--- config.mk ---
export PLATFORM = sky130hd
export DESIGN_NAME = mem_arbiter
export DESIGN_NICKNAME = d
export VERILOG_FILES = /design/src/rtl/mem_arbiter_pkg.sv /design/src/rtl/mem_arbiter_lat_counter.sv /design/src/rtl/mem_arbiter.sv
export SDC_FILE = /design/constraint.sdc
export NUM_CORES = 1
export LEC_CHECK = 0
export CORE_UTILIZATION = 43
export CTS_CLUSTER_SIZE = 40
export DETAILED_ROUTE_END_ITERATION = 10
export GPL_TIMING_DRIVEN = 1
export HOLD_SLACK_MARGIN = 0.1
export PLACE_DENSITY = 0.85
export SYNTH_ARGS = -nofsm -noshare
export SYNTH_HDL_FRONTEND = slang
export SYNTH_SLANG_ARGS = --single-unit
--- constraint.sdc ---
create_clock -name clk -period 4.51 [get_ports clk]
set_clock_uncertainty 0.05 [all_clocks]
set_input_delay 1.1275 -clock clk [delete_from_list [all_inputs] [get_ports clk]]
set_output_delay 1.1275 -clock clk [all_outputs]
set_load 0.005 [all_outputs]
--- src/rtl/mem_arbiter_pkg.sv ---
// Shared types for the CPU/loader memory arbiter: FSM states, port IDs and the
// grant pick rule.
package mem_arbiter_pkg;

  typedef enum logic [1:0] {
    StIdle  = 2'd0,
    StIssue = 2'd1,
    StWait  = 2'd2,
    StResp  = 2'd3
  } arb_state_e;

  typedef enum logic {
    PortCpu = 1'b0,
    PortLdr = 1'b1
  } port_e;

  // A lone requester always wins; a tie goes to the loader under fixed
  // priority, otherwise to the port that did not win last time.
  function automatic port_e pick_port(input logic  cpu_req,
                                      input logic  ldr_req,
                                      input logic  ldr_prio,
                                      input port_e last_grant);
    port_e win;
    if (cpu_req && ldr_req) begin
      if (ldr_prio) begin
        win = PortLdr;
      end else begin
        win = (last_grant == PortCpu) ? PortLdr : PortCpu;
      end
    end else if (ldr_req) begin
      win = PortLdr;
    end else begin
      win = PortCpu;
    end
    return win;
  endfunction

endpackage

--- src/rtl/mem_arbiter_lat_counter.sv ---
// Loadable down-counter that sequences the fixed memory latency; it saturates
// at zero and flags when it is there.
module mem_arbiter_lat_counter #(
  parameter int unsigned Width = 1
) (
  input  logic             clk,
  input  logic             reset,
  input  logic             load,
  input  logic [Width-1:0] load_val,
  input  logic             dec,
  output logic             zero
);

  logic [Width-1:0] count_q;

  always_ff @(posedge clk) begin
    if (reset) begin
      count_q <= '0;
    end else if (load) begin
      count_q <= load_val;
    end else if (dec && (count_q != '0)) begin
      count_q <= count_q - 1'b1;
    end
  end

  assign zero = (count_q == '0);

endmodule

--- src/rtl/mem_arbiter.sv ---
// Two-port arbiter in front of a fixed-latency single-port memory. Serialises
// CPU and loader accesses through IDLE -> ISSUE -> WAIT -> RESP.
module mem_arbiter
  import mem_arbiter_pkg::*;
#(
  parameter int unsigned DATA_W   = 19,
  parameter int unsigned ADDR_W   = 8,
  parameter int unsigned MEM_LAT  = 1,
  parameter bit          LDR_PRIO = 1'b0
) (
  input  logic              clk,
  input  logic              reset,
  // CPU port
  input  logic              cpu_req,
  input  logic              cpu_we,
  input  logic [ADDR_W-1:0] cpu_addr,
  input  logic [DATA_W-1:0] cpu_wdata,
  output logic [DATA_W-1:0] cpu_rdata,
  output logic              cpu_ack,
  // Loader port
  input  logic              ldr_req,
  input  logic              ldr_we,
  input  logic [ADDR_W-1:0] ldr_addr,
  input  logic [DATA_W-1:0] ldr_wdata,
  output logic [DATA_W-1:0] ldr_rdata,
  output logic              ldr_ack,
  // Memory side
  output logic              mem_en,
  output logic              mem_we,
  output logic [ADDR_W-1:0] mem_addr,
  output logic [DATA_W-1:0] mem_wdata,
  input  logic [DATA_W-1:0] mem_rdata,
  output logic              busy
);

  localparam int unsigned     CntW    = $clog2(MEM_LAT + 1);
  localparam logic [CntW-1:0] CntLoad = CntW'(MEM_LAT - 1);

  arb_state_e        state_q;
  port_e             grant_q;
  port_e             last_grant_q;
  port_e             win_port;
  logic              mem_en_q;
  logic              mem_we_q;
  logic [ADDR_W-1:0] mem_addr_q;
  logic [DATA_W-1:0] mem_wdata_q;
  logic [DATA_W-1:0] cpu_rdata_q;
  logic [DATA_W-1:0] ldr_rdata_q;
  logic              cpu_ack_q;
  logic              ldr_ack_q;
  logic              busy_q;
  logic              cnt_load;
  logic              cnt_dec;
  logic              cnt_zero;

  always_comb begin
    win_port = pick_port(cpu_req, ldr_req, LDR_PRIO, last_grant_q);
    cnt_load = (state_q == StIssue);
    cnt_dec  = (state_q == StWait);
  end

  mem_arbiter_lat_counter #(
    .Width (CntW)
  ) u_lat_counter (
    .clk      (clk),
    .reset    (reset),
    .load     (cnt_load),
    .load_val (CntLoad),
    .dec      (cnt_dec),
    .zero     (cnt_zero)
  );

  // Strobes and busy are registered against the state being entered, so each
  // lines up exactly with the state it belongs to.
  always_ff @(posedge clk) begin
    if (reset) begin
      state_q      <= StIdle;
      grant_q      <= PortCpu;
      last_grant_q <= PortLdr;
      mem_en_q     <= 1'b0;
      mem_we_q     <= 1'b0;
      mem_addr_q   <= '0;
      mem_wdata_q  <= '0;
      cpu_rdata_q  <= '0;
      ldr_rdata_q  <= '0;
      cpu_ack_q    <= 1'b0;
      ldr_ack_q    <= 1'b0;
      busy_q       <= 1'b0;
    end else begin
      mem_en_q  <= 1'b0;
      cpu_ack_q <= 1'b0;
      ldr_ack_q <= 1'b0;
      unique case (state_q)
        StIdle: begin
          if (cpu_req || ldr_req) begin
            grant_q      <= win_port;
            last_grant_q <= win_port;
            if (win_port == PortLdr) begin
              mem_we_q    <= ldr_we;
              mem_addr_q  <= ldr_addr;
              mem_wdata_q <= ldr_wdata;
            end else begin
              mem_we_q    <= cpu_we;
              mem_addr_q  <= cpu_addr;
              mem_wdata_q <= cpu_wdata;
            end
            mem_en_q <= 1'b1;
            busy_q   <= 1'b1;
            state_q  <= StIssue;
          end
        end
        StIssue: begin
          state_q <= StWait;
        end
        StWait: begin
          if (cnt_zero) begin
            if (!mem_we_q) begin
              if (grant_q == PortLdr) begin
                ldr_rdata_q <= mem_rdata;
              end else begin
                cpu_rdata_q <= mem_rdata;
              end
            end
            cpu_ack_q <= (grant_q == PortCpu);
            ldr_ack_q <= (grant_q == PortLdr);
            state_q   <= StResp;
          end
        end
        StResp: begin
          busy_q  <= 1'b0;
          state_q <= StIdle;
        end
        default: begin
          state_q <= StIdle;
        end
      endcase
    end
  end

  assign mem_en    = mem_en_q;
  assign mem_we    = mem_we_q;
  assign mem_addr  = mem_addr_q;
  assign mem_wdata = mem_wdata_q;
  assign cpu_rdata = cpu_rdata_q;
  assign ldr_rdata = ldr_rdata_q;
  assign cpu_ack   = cpu_ack_q;
  assign ldr_ack   = ldr_ack_q;
  assign busy      = busy_q;

endmodule

==> results of run 1 <==
-- synth_stat cells, types with 2 or more instances --
cell type | number | area [µm²]
sky130_fd_sc_hd__buf_4 | 2 | 15.01
sky130_fd_sc_hd__inv_1 | 2 | 7.510
sky130_fd_sc_hd__nand2b_1 | 3 | 18.77
sky130_fd_sc_hd__buf_2 | 11 | 55.05
sky130_fd_sc_hd__nor4b_1 | 2 | 17.52
sky130_fd_sc_hd__buf_6 | 2 | 22.52
sky130_fd_sc_hd__o21a_1 | 2 | 15.01
sky130_fd_sc_hd__a211oi_1 | 28 | 210.2
sky130_fd_sc_hd__nand2_1 | 104 | 390.4
sky130_fd_sc_hd__dfxtp_1 | 75 | 1501
sky130_fd_sc_hd__and4bb_2 | 2 | 25.02
sky130_fd_sc_hd__a21oi_1 | 67 | 335.3
sky130_fd_sc_hd__clkbuf_1 | 12 | 45.04
sky130_fd_sc_hd__ha_1 | 4 | 50.05
sky130_fd_sc_hd__nor2_1 | 33 | 123.9
sky130_fd_sc_hd__a22oi_1 | 2 | 15.01
-- state kept, by name, indices dropped and copies added (netlist names) --
signal,flops
grant_q,1
busy,1
u_lat_counter.count_q,1
cpu_ack,1
ldr_ack,1
mem_addr,8
cpu_rdata,19
mem_we,1
mem_en,1
mem_wdata,19
ldr_rdata,19
last_grant_q,1
state_q,2
-- worst paths after layout --
kind	startpoint	to	cells past startpoint
min reg2reg	cpu_rdata[3]$_SDFFE_PP0P_	cpu_rdata[3]$_SDFFE_PP0P_	2
max	cpu_req	mem_addr[2]$_SDFFE_PP0P_	4
min	cpu_rdata[3]$_SDFFE_PP0P_	cpu_rdata[3]$_SDFFE_PP0P_	2
max reg2reg	state_q[1]$_SDFFE_PP0P_	mem_addr[2]$_SDFFE_PP0P_	5
-- placed cells by master (no fill, tap or decap), types with 2 or more instances in the layout --
cell type and instances:
sky130_fd_sc_hd__a21oi_1 67, sky130_fd_sc_hd__dfxtp_1 75, sky130_fd_sc_hd__ha_1 4, sky130_fd_sc_hd__clkinvlp_4 3, sky130_fd_sc_hd__clkbuf_8 9, sky130_fd_sc_hd__buf_4 3
sky130_fd_sc_hd__nor4b_1 2, sky130_fd_sc_hd__inv_1 2, sky130_fd_sc_hd__and4bb_2 2, sky130_fd_sc_hd__a22oi_1 2, sky130_fd_sc_hd__nor2_1 33, sky130_fd_sc_hd__nand2_1 104
sky130_fd_sc_hd__nand2b_1 3, sky130_fd_sc_hd__clkdlybuf4s50_1 147, sky130_fd_sc_hd__a211oi_1 28, sky130_fd_sc_hd__o21a_1 2
-- worst max-delay path, stage by stage --
cell,delay [ns]
sky130_fd_sc_hd__clkdlybuf4s50_1,0.61
sky130_fd_sc_hd__o21a_1,0.83
sky130_fd_sc_hd__nor2_1,0.11
sky130_fd_sc_hd__a211oi_1,0.26
-- report_power, final --
group          switching [W]  total [W]  internal, W
clock network       0.000245   0.000501     0.000255
registers          0.0000888   0.000905     0.000816
logic               0.000427   0.000896     0.000469
total               0.000761    0.00230      0.00154
-- layout make-up --
type                    count  area share (%)
well taps                  77           2.088
clock inverters             6           1.437
clock buffers              10           2.766
inverters                   2          0.1627
multi-input cells         258           28.51
repair buffers            151           32.49
flip-flops and latches     75           32.55
-- stage by stage --
stage	std cells	instance area, µm²	util [%]	setup WS [ns]
detailed placement	563	4419	68.04	1.427
floorplan	362	2954	-	2.466
global route	579	4613	71.03	1.646
global placement	563	4419	68.04	1.536
finish	579	4613	71.03	1.764
CTS	579	4613	71.03	1.792
-- logic make-up (layout without fill, tap and decap cells) --
group	Yosys count	in the layout	share of synthesized area, %
simple gates	148	148	21.22
compound gates	105	105	21.01
flops	75	75	50.83
buf+inv	29	169	4.913
fa+ha+maj	4	4	1.694
mux	1	1	0.3389
-- routing by layer --
| layer | wire, µm | vias to the layer above | GRT usage (%) |
|---|---|---|---|
| met5 | 0 | - | 0 |
| met4 | 148 | 0 | 9.553 |
| met2 | 3874 | 128 | 38.88 |
| li1 | - | 1488 | - |
| met1 | 3364 | 1355 | 28.03 |
| met3 | 899 | 15 | 9.144 |
==> out/qor.log, run 1 <==
INFO  outcome        result_of_the_run=complete, but fails checks
INFO  outcome        violations=design-rule violations
INFO  detailed_routing vias=2986
INFO  place          port_buffers=148
INFO  detailed_routing detailed_route_wire_length_per_cell=14.31µm
INFO  cts            postCtsSetupBuffers=0
INFO  power_and_ir_drop final_total_power=0.002301W
INFO  sta            worst_slew_pin_slew=1.005ns
INFO  die            core=0.006495mm²
INFO  cts            tritoncts=done
INFO  cts            clock_sink_count=75
INFO  detailed_routing routed_wirelength=8.286mm
INFO  die            floorplan.initialDensity=45.48%
INFO  sta            final-hold-violation-count=0
INFO  critical_path  r2r_setup_slack=2.37ns
INFO  layout         n_fill_cell=516
INFO  sta            finalMaxSlewViolations=0
INFO  cts            cts_buffers=9
INFO  detailed_routing route.antenna.remaining_nets=0
INFO  sta            timing.max_slew.rel_slack=32.72%
INFO  sta            totalNegativeSetupSlack=0ns
INFO  grt            antenna_found_initial=0
INFO  die            die_width=84.89µm
INFO  grt            grt_pass1_vias=2876
INFO  yosys          postSynthNetCount=445
INFO  grt            first_pass_grt_wire_length=13.44mm
INFO  layout         drive_gt1_share=5.179%
INFO  yosys          synth.avg_cell_area=8.160µm²
INFO  place          gpl.final_weighted_congestion=0.7267
INFO  sta            final_hold_slack=0.4045ns
INFO  power_and_ir_drop p_leak=1.674nW
INFO  cts            ctsRootBufferMaster=sky130_fd_sc_hd__clkbuf_8
INFO  yosys          sequential_share_of_the_synthesized_area=50.83%
INFO  layout         area_growth_syn_to_layout=56.16%
INFO  yosys          synth-warning-count=0
INFO  layout         nNetsFinal=580
INFO  die            die-area=0.007205mm²
INFO  die            row_cnt=29
INFO  sta            timing.final.crit_period=2.746ns
INFO  sta            post-route-period-util=60.88%
INFO  layout         antennaDiodeCount=0
INFO  critical_path  timing.setup.critical_path_class=input pin to flop
INFO  sta            report.final.setup_viol=0
INFO  critical_path  nature_of_the_critical_path_endpoint=flop
INFO  grt            grt_max_degree=44
INFO  critical_path  worst_path_max_fanout=28
INFO  critical_path  critical_path.startpoint_type=input pin
INFO  layout         seqCellArea=0.001501mm²
INFO  yosys          synth.lib_cells_used.distinct=27
INFO  yosys          asyncSetResetFlopFracSynth=0%
INFO  die            y_dimension_of_the_die=84.89µm
INFO  place          dp.final_hpwl=5.887mm
INFO  cts            clk_path_buf_depth=2
INFO  power_and_ir_drop cellPowerDensity=498.9mW/mm²
INFO  critical_path  crit_required=4.71ns
INFO  grt            grt.overflow.total=0
INFO  yosys          syn-instance-count=362
INFO  cts            clock_tree.htree_level_count=3
INFO  detailed_routing detail_route.drc_violations=12
INFO  detailed_routing detail_route.iter0.violations=89
INFO  yosys          synth_ff_type=sky130_fd_sc_hd__dfxtp_1
INFO  power_and_ir_drop peakVddDrop=430.6µV
INFO  yosys          synth_enable_flop_cells=0
INFO  die            num_io_pins=149
INFO  worst_hold_path min-delay-path-class=flop to flop
INFO  grt            grt_use_total=23.71%
INFO  yosys          mappedNetlistArea=0.002954mm²
INFO  critical_path  worst_ep_arrival_time=2.95ns
INFO  yosys          ffs_latches_synth=75
INFO  layout         multi_input_area=0.001315mm²
INFO  sta            setup_repair_after_global_routing_missed_its_margin=no
INFO  sta            maxClockFrequency=0.3642GHz
INFO  flow_run       maxCapViolations=0
INFO  detailed_routing dr.pass1.iters=8
INFO  cts            holdBufCountCts=0
INFO  cts            postCtsResizedCells=0
INFO  cts            worst_skew_pair.late_latency=0.33ns
INFO  detailed_routing avgViaCountPerCell=5.157
INFO  cts            clkTransAtPathRegs=0.08ns
Note: power is estimated with default switching activity, not from simulation.
==> run 2, diff against run 1 <==
--- a/config.mk
+++ b/config.mk
@@ -5,12 +5,12 @@
 export SDC_FILE = /design/constraint.sdc
 export NUM_CORES = 1
 export LEC_CHECK = 0
-export CORE_UTILIZATION = 43
+export CORE_UTILIZATION = 36
 export CTS_CLUSTER_SIZE = 40
 export DETAILED_ROUTE_END_ITERATION = 10
 export GPL_TIMING_DRIVEN = 1
 export HOLD_SLACK_MARGIN = 0.1
-export PLACE_DENSITY = 0.85
+export PLACE_DENSITY = 0.76
 export SYNTH_ARGS = -nofsm -noshare
 export SYNTH_HDL_FRONTEND = slang
 export SYNTH_SLANG_ARGS = --single-unit
==> constraint.sdc (replaced) <==
create_clock -name clk -period 2.5 [get_ports clk]
set_clock_uncertainty 0.05 [all_clocks]
set_input_delay 0.625 -clock clk [delete_from_list [all_inputs] [get_ports clk]]
set_output_delay 0.625 -clock clk [all_outputs]
set_load 0.005 [all_outputs]
==> run 2 against run 1 <==
Effect of this change:
- the flow now finishes without violations
- clock power is 120% higher
- die area is 19% higher
- utilization is 10 points lower
- worst setup slack worse by 1.3 ns
- wire length is 0.81% higher
- non-clock buffer count is 8 higher
- largest power group is now combinational cells
==> out/qor.log, run 2 (synthesis gave the netlist of run 1 again) <==
INFO  detailed_routing routed_wirelength=8.353mm
INFO  power_and_ir_drop switching_share=31.40%
INFO  cts            holdBufCountCts=0
INFO  grt            grt_pass1_vias=2986
INFO  power_and_ir_drop p_leak=1.758nW
INFO  layout         antennaDiodeCount=0
INFO  power_and_ir_drop power.combinational.fraction=37.9%
INFO  critical_path  crit_required=1.82ns
INFO  grt            grt_max_degree=30
INFO  critical_path  critical_path.startpoint_type=flop
INFO  sta            totalNegativeSetupSlack=0ns
INFO  critical_path  worst_ep_arrival_time=1.38ns
INFO  worst_hold_path min-delay-path-class=flop to flop
INFO  die            floorplan.initialDensity=37.64%
INFO  critical_path  nature_of_the_critical_path_endpoint=output pin
INFO  critical_path  worst_setup_path_endpoint=mem_we
INFO  cts            cts_buffers=9
INFO  sta            finalMaxSlewViolations=0
INFO  die            core=0.007848mm²
INFO  detailed_routing route.antenna.remaining_nets=0
INFO  sta            worst_slew_pin_slew=0.7011ns
INFO  cts            tritoncts=done
INFO  critical_path  critPathTopFamily=buffers and inverters
INFO  sta            timing.final.crit_period=2.057ns
INFO  grt            grt.overflow.total=0
INFO  die            num_io_pins=149
INFO  critical_path  critPathBufInv=1
INFO  cts            postCtsSetupBuffers=0
INFO  detailed_routing detail_route.iter0.violations=79
INFO  cts            postCtsResizedCells=0
INFO  cts            worst_skew_pair.late_latency=0.33ns
INFO  layout         n_fill_cell=713
INFO  cts            clock_sink_count=75
INFO  die            die-area=0.008572mm²
INFO  power_and_ir_drop pwr-share-seq=37.1%
INFO  detailed_routing detailed_route_wire_length_per_cell=13.65µm
INFO  critical_path  startpoint=mem_we$_SDFFE_PP0P_
INFO  place          postPlaceCellArea=0.004548mm²
INFO  critical_path  timing.critical_path.slowest_stage_cell=sky130_fd_sc_hd__clkdlybuf4s50_1
INFO  cts            clock_tree.htree_level_count=3
INFO  layout         leading_cell_type_in_the_layout_fill_and_taps_excluded=sky130_fd_sc_hd__clkdlybuf4s50_1
INFO  critical_path  r2r_setup_slack=0.48ns
INFO  sta            timing.max_slew.rel_slack=53.26%
INFO  layout         area_growth_syn_to_layout=62.09%
INFO  critical_path  timing.setup.critical_path_class=flop to output pin
INFO  place          port_buffers=148
INFO  layout         nNetsFinal=588
INFO  critical_path  crit_cells=1
INFO  detailed_routing dr.pass1.iters=4
INFO  die            y_dimension_of_the_die=92.59µm
INFO  layout         seqCellArea=0.001501mm²
INFO  cts            clkTransAtPathRegs=0.08ns
INFO  grt            first_pass_grt_wire_length=13.86mm
INFO  layout         drive_gt1_share=6.863%
INFO  grt            antenna_found_initial=0
INFO  critical_path  crit-reg2reg-launch=state_q[0]$_SDFFE_PP0P_
INFO  sta            report.final.setup_viol=0
INFO  place          dp.final_hpwl=6.023mm
INFO  critical_path  worst_path_max_fanout=6
INFO  critical_path  worstPathCellList=clkdlybuf4s50_1
INFO  sta            final-hold-violation-count=0
INFO  power_and_ir_drop peakVddDrop=515.2µV
INFO  critical_path  crit-reg2reg-capture=cpu_rdata[5]$_SDFFE_PP0P_
INFO  sta            setup_repair_after_global_routing_missed_its_margin=no
INFO  layout         multi_input_area=0.001315mm²
INFO  cts            clk_path_buf_depth=2
INFO  die            die_width=92.59µm
INFO  sta            post-route-period-util=82.28%
INFO  detailed_routing avgViaCountPerCell=4.956
INFO  grt            grt_use_total=20.42%
INFO  flow_run       maxCapViolations=0
INFO  power_and_ir_drop cellPowerDensity=928.0mW/mm²
INFO  sta            maxClockFrequency=0.4861GHz
INFO  cts            ctsRootBufferMaster=sky130_fd_sc_hd__clkbuf_8
INFO  outcome        result_of_the_run=finished, final reports clean
INFO  place          gpl.final_weighted_congestion=0.7394
INFO  power_and_ir_drop cell_internal_pwr=0.003048W
INFO  power_and_ir_drop net-switching-power=0.001395W
INFO  detailed_routing detail_route.drc_violations=0
INFO  layout         mostFrequentLayoutCells=sky130_fd_sc_hd__clkdlybuf4s50_1, sky130_fd_sc_hd__nand2_1, sky130_fd_sc_hd__dfxtp_1
INFO  layout         final_cell_area=0.004788mm²
INFO  critical_path  critical_path.max_stage_delay=0.56ns
INFO  die            row_cnt=32
INFO  detailed_routing vias=3033
INFO  critical_path  r2r.worst_path.cells=5
INFO  power_and_ir_drop pwr-share-clk=25.1%
[run 2: per-stage QoR]
stage          worst slack, ns  hold WS (ns)  std cells  util, %  power (W)
3_3_place_gp            0.3959        0.3913        596    57.96   0.003332
3_5_place_dp            0.3153        0.3955        596    57.96   0.003366
5_1_grt                 0.3229        0.4246        612    61.02   0.004743
6_report                0.4430        0.4049        612    61.02   0.004444
2_1_floorplan           0.8402        0.4027        362        -   0.002484
4_1_cts                 0.4228        0.4064        612    61.02   0.004487
[run 2: worst reg2reg max path, delay by kind of cell (launching register included)]
family	cells	cell delay, ns
AO/OA/AOI/OAI	1	0.08
adder cells (fa/ha/maj)	1	0.32
buffers and inverters	1	0.09
flip-flops	1	0.35
AND/OR/NAND/NOR	2	1.01
[run 2: worst min path at each step]
stage,cells past startpoint,start,slack [ns],endpoint
finish,2,ldr_rdata[9]$_SDFFE_PP0P_,0.40,ldr_rdata[9]$_SDFFE_PP0P_
global route,2,cpu_rdata[14]$_SDFFE_PP0P_,0.42,cpu_rdata[14]$_SDFFE_PP0P_
CTS,2,ldr_rdata[7]$_SDFFE_PP0P_,0.41,ldr_rdata[7]$_SDFFE_PP0P_
detailed placement,2,ldr_rdata[7]$_SDFFE_PP0P_,0.40,ldr_rdata[7]$_SDFFE_PP0P_
global placement,2,cpu_rdata[5]$_SDFFE_PP0P_,0.39,cpu_rdata[5]$_SDFFE_PP0P_
floorplan,2,cpu_rdata[0]$_SDFFE_PP0P_,0.40,cpu_rdata[0]$_SDFFE_PP0P_
[run 2: area by class of cell]
class,count,area share [%]
multi-input cells,258,27.46
clock inverters,7,2.430
flip-flops and latches,75,31.36
inverters,2,0.1568
clock buffers,9,2.587
well taps,102,2.665
repair buffers,159,33.34
[run 2: power groups by stage]
stage,sequential (W),combinational [W],clock (W)
global route,0.00168,0.00186,0.00120
CTS,0.00165,0.00170,0.00114
finish,0.00165,0.00168,0.00111
global placement,0.00166,0.00167,0
detailed placement,0.00167,0.00170,0
floorplan,0.00167,0.000818,0
[run 2: layer usage]
metal,up-vias,track usage (%),part of all wire [%],routed length (µm)
met5,-,0,0,0
met4,0,6.901,1.1,91
met3,9,8.210,11,948
met2,128,32.84,46,3801
met1,1388,24.67,42,3513
li1,1508,-,-,-
==> run 3, diff against run 2 <==
--- a/config.mk
+++ b/config.mk
@@ -5,12 +5,12 @@
 export SDC_FILE = /design/constraint.sdc
 export NUM_CORES = 1
 export LEC_CHECK = 0
-export CORE_UTILIZATION = 36
+export CORE_UTILIZATION = 40
 export CTS_CLUSTER_SIZE = 40
 export DETAILED_ROUTE_END_ITERATION = 10
 export GPL_TIMING_DRIVEN = 1
 export HOLD_SLACK_MARGIN = 0.1
-export PLACE_DENSITY = 0.76
+export PLACE_DENSITY = 0.8
 export SYNTH_ARGS = -nofsm -noshare
 export SYNTH_HDL_FRONTEND = slang
 export SYNTH_SLANG_ARGS = --single-unit
==> constraint.sdc (replaced) <==
create_clock -name clk -period 1.9 [get_ports clk]
set_clock_uncertainty 0.05 [all_clocks]
set_input_delay 0.475 -clock clk [delete_from_list [all_inputs] [get_ports clk]]
set_output_delay 0.475 -clock clk [all_outputs]
set_load 0.005 [all_outputs]
==> run 3 against run 2 <==
Effect of this change:
- worst setup slack worse by 0.35 ns
- power grew 26%
- die area down 9.8%
- cell area is 0.44% lower
- count of clock-buffer cells in the layout up 3
- critical path depth is the same
- sequential power up 31%
- clock power about the same
- highest routed layer unchanged
==> out/qor.log, run 3 (synthesis gave the netlist of run 1 again) <==
INFO  outcome        result_of_the_run=finished, final reports clean
INFO  cts            cts_buffers=9
INFO  layout         leading_cell_type_in_the_layout_fill_and_taps_excluded=sky130_fd_sc_hd__clkdlybuf4s50_1
INFO  power_and_ir_drop peakVddDrop=753.1µV
INFO  cts            clkTransAtPathRegs=0.07ns
INFO  sta            timing.max_slew.rel_slack=70.99%
INFO  die            die-area=0.007733mm²
INFO  grt            first_pass_grt_wire_length=13.54mm
INFO  die            floorplan.initialDensity=42.54%
INFO  critical_path  startpoint=mem_we$_SDFFE_PP0P_
INFO  grt            grt_pass1_vias=2974
INFO  layout         nNetsFinal=593
INFO  critical_path  worst_path_max_fanout=6
INFO  worst_hold_path min-delay-path-class=flop to flop
INFO  critical_path  r2r_setup_slack=0.15ns
INFO  critical_path  timing.setup.critical_path_class=flop to output pin
INFO  place          place_inst=595
INFO  critical_path  worst_setup_path_endpoint=mem_we
INFO  sta            post-route-period-util=95.05%
INFO  critical_path  nature_of_the_critical_path_endpoint=output pin
INFO  power_and_ir_drop p_leak=1.757nW
INFO  critical_path  worst_ep_arrival_time=1.28ns
INFO  layout         antennaDiodeCount=0
INFO  cts            tritoncts=done
INFO  cts            worst_skew_pair.late_latency=0.33ns
INFO  layout         layout.core_utilization=68.65%
INFO  critical_path  critical_path.max_stage_delay=0.54ns
INFO  sta            totalNegativeSetupSlack=0ns
INFO  critical_path  critPathBufInv=1
INFO  critical_path  timing.critical_path.slowest_stage_cell=sky130_fd_sc_hd__clkdlybuf4s50_1
INFO  place          gpl.final_weighted_congestion=0.7606
INFO  sta            final_hold_slack=0.4047ns
INFO  critical_path  worstPathCellList=clkdlybuf4s50_1
INFO  detailed_routing detailed_route_wire_length_per_cell=13.76µm
INFO  critical_path  crit_required=1.37ns
INFO  die            core=0.006944mm²
INFO  critical_path  critPathTopFamily=buffers and inverters
INFO  layout         post_layout_nonfiller_instances=610
INFO  detailed_routing vias=3079
INFO  critical_path  crit-reg2reg-capture=cpu_rdata[11]$_SDFFE_PP0P_
INFO  sta            worst_slew_pin_slew=0.4351ns
INFO  flow_run       maxCapViolations=0
INFO  power_and_ir_drop final_total_power=0.005618W
INFO  critical_path  critical_path.startpoint_type=flop
INFO  grt            grt_use_total=22.58%
INFO  die            row_cnt=30
INFO  grt            antenna_found_initial=0
INFO  sta            maxClockFrequency=0.5537GHz
INFO  sta            report.final.setup_viol=0
INFO  layout         area_growth_syn_to_layout=61.37%
INFO  critical_path  crit_cells=1
INFO  cts            clk_path_buf_depth=2
INFO  grt            grt_max_degree=39
INFO  layout         mostFrequentLayoutCells=sky130_fd_sc_hd__clkdlybuf4s50_1, sky130_fd_sc_hd__nand2_1, sky130_fd_sc_hd__dfxtp_1
INFO  detailed_routing detail_route.iter0.violations=67
INFO  die            die_width=87.94µm
INFO  layout         drive_gt1_share=7.198%
INFO  detailed_routing detail_route.drc_violations=0
INFO  critical_path  crit-reg2reg-launch=state_q[0]$_SDFFE_PP0P_
INFO  critical_path  r2r.worst_path.cells=6
INFO  detailed_routing dr.pass1.iters=4
INFO  detailed_routing routed_wirelength=8.396mm
INFO  sta            setup_repair_after_global_routing_missed_its_margin=no
INFO  cts            clock_tree.htree_level_count=3
INFO  cts            clock_sink_count=75
INFO  grt            grt.overflow.total=0
INFO  detailed_routing route.antenna.remaining_nets=0
INFO  die            y_dimension_of_the_die=87.94µm
INFO  sta            finalMaxSlewViolations=0
INFO  sta            final-hold-violation-count=0
INFO  power_and_ir_drop cellPowerDensity=1179mW/mm²
INFO  place          dp.final_hpwl=5.981mm
INFO  cts            ctsRootBufferMaster=sky130_fd_sc_hd__clkbuf_8
INFO  detailed_routing avgViaCountPerCell=5.048
INFO  place          port_buffers=148
INFO  die            num_io_pins=149
INFO  sta            timing.final.crit_period=1.806ns
run 3: changes by cell type in the layout (fill, tap and decap cells not counted), sizes merged:
cell and delta:
clkinv -1, bufinv -2, clkbuf +3, clkinvlp -1
buf +5
run 3: final cells by class:
cell class	instances	area, µm²
Clock inverter	3	40.04
Sequential cell	75	1503
Inverter	2	7.507
Multi-Input combinational cell	258	1315
Clock buffer	12	135.1
Timing Repair Buffer	164	1647
Tap cell	96	120.1
Fill cell	550	2177
run 3: stage by stage:
stage	setup slack, ns	cell area (µm²)
global route	0.02526	4767
floorplan	0.2402	2954
finish	0.09405	4767
CTS	0.07406	4767
global placement	0.002441	4591
detailed placement	-0.1086	4591
run 3: power by group:
| part | switching (W) | leakage (nW) | internal (W) |
|---|---|---|---|
| logic | 0.00105 | 1.05 | 0.00127 |
| clock network | 0.000531 | 0.0902 | 0.000597 |
| registers | 0.000226 | 0.614 | 0.00194 |
run 3: worst min-delay path by stage:
stage,depth (start not counted),startpoint,end
after global placement,2,ldr_rdata[11]$_SDFFE_PP0P_,ldr_rdata[11]$_SDFFE_PP0P_
final,2,cpu_rdata[17]$_SDFFE_PP0P_,cpu_rdata[17]$_SDFFE_PP0P_
after detailed placement,2,cpu_rdata[17]$_SDFFE_PP0P_,cpu_rdata[17]$_SDFFE_PP0P_
after floorplan,2,cpu_rdata[0]$_SDFFE_PP0P_,cpu_rdata[0]$_SDFFE_PP0P_
after CTS,2,reset,grant_q$_SDFFE_PP0P_
after global routing,2,cpu_rdata[1]$_SDFFE_PP0P_,cpu_rdata[1]$_SDFFE_PP0P_
run 3: repair_timing:
item / CTS / global route
hold buffers: 0 / 0
resized for setup: 1 / 0
setup endpoints to repair: 1 / 0
endpoints found under the hold margin: 0 / 0
buffers inserted: 0 / 0
run 3: layer usage:
metal | global-route usage, % | up-vias | wire length (µm)
li1 | - | 1519 | -
met2 | 37.63 | 130 | 3972
met1 | 25.86 | 1420 | 3437
met5 | 0 | - | 0
met4 | 9.687 | 0 | 135
met3 | 8.577 | 10 | 850
